[src/rtl/ssp_pkg.sv]
// ssp_pkg: shared memory geometry and loader FSM state encoding.
package ssp_pkg;
    localparam int IMEM_DEPTH  = 64;
    localparam int IMEM_ADDR_W = 6;
    typedef enum logic [2:0] {IDLE, HDR, DATA, DONE, ERR} load_state_t;
endpackage

[src/rtl/imem_array.sv]
// imem_array: DEPTH x 32 instruction store, synchronous write, asynchronous read.
module imem_array
    import ssp_pkg::*;
#(
    parameter int DEPTH  = IMEM_DEPTH,
    parameter int ADDR_W = IMEM_ADDR_W
) (
    input  logic              clk,
    input  logic              we,
    input  logic [ADDR_W-1:0] waddr,
    input  logic [31:0]       wdata,
    input  logic [ADDR_W-1:0] raddr,
    output logic [31:0]       rdata
);
    logic [31:0] mem [DEPTH];
    always_ff @(posedge clk)
        if (we) mem[waddr] <= wdata;
    assign rdata = mem[raddr];
endmodule

[src/rtl/imem_loader.sv]
// imem_loader: serial byte loader that fills the instruction memory and
// holds the processor until a complete program has been written.
module imem_loader
    import ssp_pkg::*;
#(
    parameter int DEPTH  = IMEM_DEPTH,
    parameter int ADDR_W = IMEM_ADDR_W
) (
    input  logic            clk,
    input  logic            rst,
    input  logic            load_start,
    input  logic [7:0]      byte_in,
    input  logic            byte_valid,
    output logic            byte_ready,
    input  logic [31:0]     PC,
    output logic [31:0]     instr,
    output logic            cpu_hold,
    output logic            load_done,
    output logic            load_err,
    output logic [ADDR_W:0] word_count
);
    load_state_t     state, nxt;
    logic [1:0]      byte_cnt;
    logic [23:0]     asm_bytes;
    logic [ADDR_W:0] target, wc_inc;
    logic            acc, hdr_acc, data_acc, we;
    logic [31:0]     rdata;
    logic            unused_pc;
    assign acc      = byte_valid && byte_ready;
    assign hdr_acc  = acc && !load_start && state == HDR;
    assign data_acc = acc && !load_start && state == DATA;
    assign we       = data_acc && byte_cnt == 2'd3;
    assign wc_inc   = word_count + 1'b1;
    always_comb begin
        nxt = state;
        if (load_start)
            nxt = HDR;
        else if (hdr_acc)
            nxt = int'(byte_in) > DEPTH ? ERR : DATA;
        else if (we && wc_inc == target)
            nxt = DONE;
    end
    // Status flags are decoded from the next state so they stay registered.
    always_ff @(posedge clk or negedge rst) begin
        if (!rst) begin
            state      <= IDLE;
            byte_ready <= 1'b0;
            cpu_hold   <= 1'b1;
            load_done  <= 1'b0;
            load_err   <= 1'b0;
            word_count <= '0;
            byte_cnt   <= '0;
            asm_bytes  <= '0;
            target     <= '0;
        end else begin
            state      <= nxt;
            byte_ready <= nxt == HDR || nxt == DATA;
            cpu_hold   <= nxt != DONE;
            load_done  <= nxt == DONE;
            load_err   <= nxt == ERR;
            if (load_start) begin
                word_count <= '0;
                byte_cnt   <= '0;
            end else if (hdr_acc) begin
                target <= byte_in == 8'd0 ? (ADDR_W+1)'(DEPTH) : (ADDR_W+1)'(byte_in);
            end else if (data_acc) begin
                byte_cnt  <= byte_cnt + 2'd1;
                asm_bytes <= {byte_in, asm_bytes[23:8]};
                if (byte_cnt == 2'd3) word_count <= wc_inc;
            end
        end
    end
    imem_array #(.DEPTH(DEPTH), .ADDR_W(ADDR_W)) u_array (
        .clk   (clk),
        .we    (we),
        .waddr (word_count[ADDR_W-1:0]),
        .wdata ({byte_in, asm_bytes}),
        .raddr (PC[ADDR_W+1:2]),
        .rdata (rdata)
    );
    assign instr     = state == DONE ? rdata : 32'h0000_0000;
    assign unused_pc = ^{PC[31:ADDR_W+2], PC[1:0]};
endmodule

[config.mk]
export PLATFORM = sky130hd
export DESIGN_NAME = imem_loader
export DESIGN_NICKNAME = d
export VERILOG_FILES = /design/src/rtl/ssp_pkg.sv /design/src/rtl/imem_array.sv /design/src/rtl/imem_loader.sv
export SDC_FILE = /design/constraint.sdc
export NUM_CORES = 2
export LEC_CHECK = 0
export CORE_ASPECT_RATIO = 1.4
export CORE_MARGIN = 4
export CORE_UTILIZATION = 52
export DETAILED_ROUTE_END_ITERATION = 12
export GPL_TIMING_DRIVEN = 1
export HOLD_SLACK_MARGIN = 0.15
export PLACE_DENSITY_LB_ADDON = 0.3
export SLEW_MARGIN = 5
export SYNTH_ARGS = -nofsm -noshare
export SYNTH_HDL_FRONTEND = slang
export SYNTH_SLANG_ARGS = --single-unit
[constraint.sdc]
create_clock -name clk -period 3.7 [get_ports clk]
set_input_delay 0.74 -clock clk [delete_from_list [all_inputs] [get_ports clk]]
set_output_delay 0.74 -clock clk [all_outputs]
set_load 0.1 [all_outputs]
==> results.toml <==
[outcome]
outcome = "finished, violations left"
violations = "negative setup slack"

[yosys]
synth_warnings = 0
synthTopCellsByArea = "edfxtp_1, mux4_2, dfrtp_1, mux2i_1, mux2_2"
synthesis.nets = 3518
synth-seq-area-share_pct = 77.8
ys_types = 61
ys_ff_latch = 2095
synth_top_area_share_pct = 76.3
netlist_area_sq_um = 80600
ys.flop_type = "edfxtp_1"
syn_inst = 3472
synth.avg_cell_area_sq_um = 23.2
yosys.area.top_type = "edfxtp_1"
synthArstFlopShare_pct = 2.24
synth_edf_count = 2048

[critical_path]
slowest_stage = "mux4_2"
r2r_start = "state[2]"
r2r_cells = 9
critPathKind = "in2out"
endpoint_kind = "output port"
startpoint_type = "input pin"
worstPathCellList = "buf_16 > buf_16 > buf_12 > buf_6 > mux4_2 > a22o_1 > a221oi_2 > buf_4 > o22ai_2 > nor3_2 > nor2_4 > buf_12"
crit_path_max_incr_delay_ps = 490
crit_required_ps = 2960
reg2reg_to = "u_array.mem[27][10]"
r2r_setup_slack_ps = 700
critPathMaxFanout = 7
worstPathArrival_ps = 3040

[sta]
max_clock_freq_mhz = 264
maxSlewHeadroom_pct = 14.3
maxSlewViolCount = 0
skew_ps = 31.0
min_period_over_period_pct = 102
setup_ws_ps = -83.6
timing_worst_slew_pin_value_ps = 1290
fin_setup_tns_ps = -682
fin_crit_ps = 3780
setup_viol = 15
rsz0062_at_grt = "true"
hold_violations = 0
hold_ws_ps = 214

[clocking]
clockBufferDepth = 3
cts_tree = "done"
root_buffer = "clkbuf_16"
cts_buffers = 178
cts_max_level = 4
cts.clk_slew.worst_paths_ps = 60
clock_sinks = 2095
worst_skew_pair.late_latency_ps = 820

[grt]
grt_pass1_wl_mm = 302
antenna_found_initial = 6
grtUsageTotal_pct = 26.5
grt_max_degree = 67
grt_pass1_vias = 40900
grt-ovfl-total = 0

[min_path]
hold_end = "u_array.mem[46][25]"
worstHoldStart = "byte_in[1]"
whs_path_depth = 1
hold_class = "in2reg"

[placed_design]
gp_congestion = 0.791
port_buffers = 60
post-dp-hpwl_mm = 122

[floorplan]
io-pin-count = 87
fp.dieH_microns = 474
die-area_sq_um = 161000
die_x_microns = 341
rows = 170
coreArea_sq_um = 154000
start_util_pct = 52.5

[finish]
drive_above_1_share_pct = 38.5
fill_cells = 10100
syn2layout_area_growth_pct = 19.1
layout.nets = 4068

[routing]
wire_per_inst_microns = 34.0
drt_first_pass_iters = 6
drtIter0Drc = 5838
via_per_inst = 6.46
vias = 40300
postRouteAntennaNets = 0
routed_wl_mm = 212
post-route-drc-count = 0

[power]
ir_drop_mv = 0.459
leakage_nw = 30.3
p_per_area_nw_per_um2 = 491

[job]
maxCapViolCount = 0
-- metal layers --
layer  share of wire (%)  track usage (%)
met3                 8.2             3.78
met5              0.0057                0
met1                  35             34.4
met4                 5.0             11.6
met2                  51             45.0
-- stage by stage --
step / worst slack, ps / utilization [%] / power (mW) / area, sq um / instances
after CTS: -84.6 / 62.1 / 47.3 / 95300 / 6213
after floorplan: -527 / - / 27.5 / 80900 / 3472
after global placement: -344 / 57.6 / 28.3 / 88400 / 5838
after detailed placement: -336 / 57.6 / 28.3 / 88400 / 5838
final: -83.6 / 62.5 / 47.2 / 96000 / 6241
after global routing: -172 / 62.5 / 48.5 / 96000 / 6240
-- synthesized netlist by cell type (4+ instances only) --
cell,instances
edfxtp_1,2048
mux4_2,564
nor2_1,112
mux2i_1,90
nand2_1,64
buf_2,59
clkbuf_1,51
dfrtp_1,46
buf_4,45
mux2_2,44
a21oi_1,41
a211oi_1,35
nor2b_1,34
a22oi_1,23
o21ai_0,19
o22ai_1,19
buf_1,18
nand3_1,18
a31oi_1,14
buf_6,12
nor3_1,10
nand2b_1,9
xnor2_1,9
nand3b_1,8
a22o_1,7
o211ai_1,7
a221oi_1,5
and2_1,4
inv_1,4
nor4_1,4
o21ai_1,4
-- layout by cell type (no fill, tap or decap), drive strengths merged, types with 5 or more instances in the layout --
master and instances:
a211oi 35, a21oi 41, a221oi 5, a22o 7, a22oi 23, a31oi 14
buf 540, bufinv 22, clkbuf 222, clkdlybuf4s50 6, clkinv 84, clkinvlp 5
dfrtp 46, edfxtp 2048, inv 10, mux2 44, mux2i 90, mux4 564
nand2 65, nand2b 9, nand3 18, nand3b 8, nor2 112, nor2b 34
nor3 11, nor4 5, o211ai 7, o21ai 23, o22ai 19, xnor2 9
-- logic make-up after synthesis --
| logic type | synth area share [%] |
|---|---|
| flops | 77.8 |
| compound gates | 1.61 |
| xor+xnor | 0.130 |
| simple gates | 1.65 |
| mux | 17.5 |
| buf+inv | 1.29 |
| fa+ha+maj | 0.0311 |
-- state kept, by name, indices dropped and copies added, names as in the netlist --
name / cells
state: 3
byte_cnt: 2
cpu_hold: 1
u_array.mem: 2048
target: 7
byte_ready: 1
asm_bytes: 24
load_err: 1
word_count: 7
load_done: 1
-- power breakdown --
group	leakage [nW]	switching, mW	internal (mW)	total [mW]
sequential	19.0	0.0940	25.8	25.9
combinational	8.44	1.09	0.956	2.05
clock	2.93	8.45	10.7	19.2
-- area by class of cell --
type,count,area [sq um],share of cell area [%]
diodes,2,5.00,0.00521
clock buffers,216,4750,4.95
clock inverters,117,1210,1.27
inverters,4,15.0,0.0156
multi-input cells,1188,18000,18.7
flip-flops and latches,2095,62700,65.3
well taps,2064,2580,2.69
repair buffers,555,6760,7.04
-- worst max-delay path by stage --
stage                     end   from  cells after the start  slack (ps)
floorplan            instr[6]  PC[2]                     10        -530
global placement    instr[21]  PC[2]                     10        -340
detailed placement  instr[21]  PC[2]                     10        -340
finish              instr[13]  PC[2]                     12         -80
global route        instr[13]  PC[2]                     12        -170
CTS                 instr[24]  PC[2]                      8         -80
-- worst max-delay path, delay by kind of cell --
family / cells / cell delay, ps
AOI/OAI and AO/OA: 3 / 490
muxes: 1 / 490
buffers and inverters: 6 / 930
and+or+nand+nor: 2 / 340
-- timing repair --
action | CTS | global route
resized for setup | 87 | 87
pin swaps | 7 | 18
gates cloned | 6 | 6
endpoints found under the setup margin | 32 | 30
buffers inserted | 36 | 23
hold endpoints to repair | 24 | 0
hold buffers | 1 | 0
Note: power is estimated with default switching activity, not from simulation.
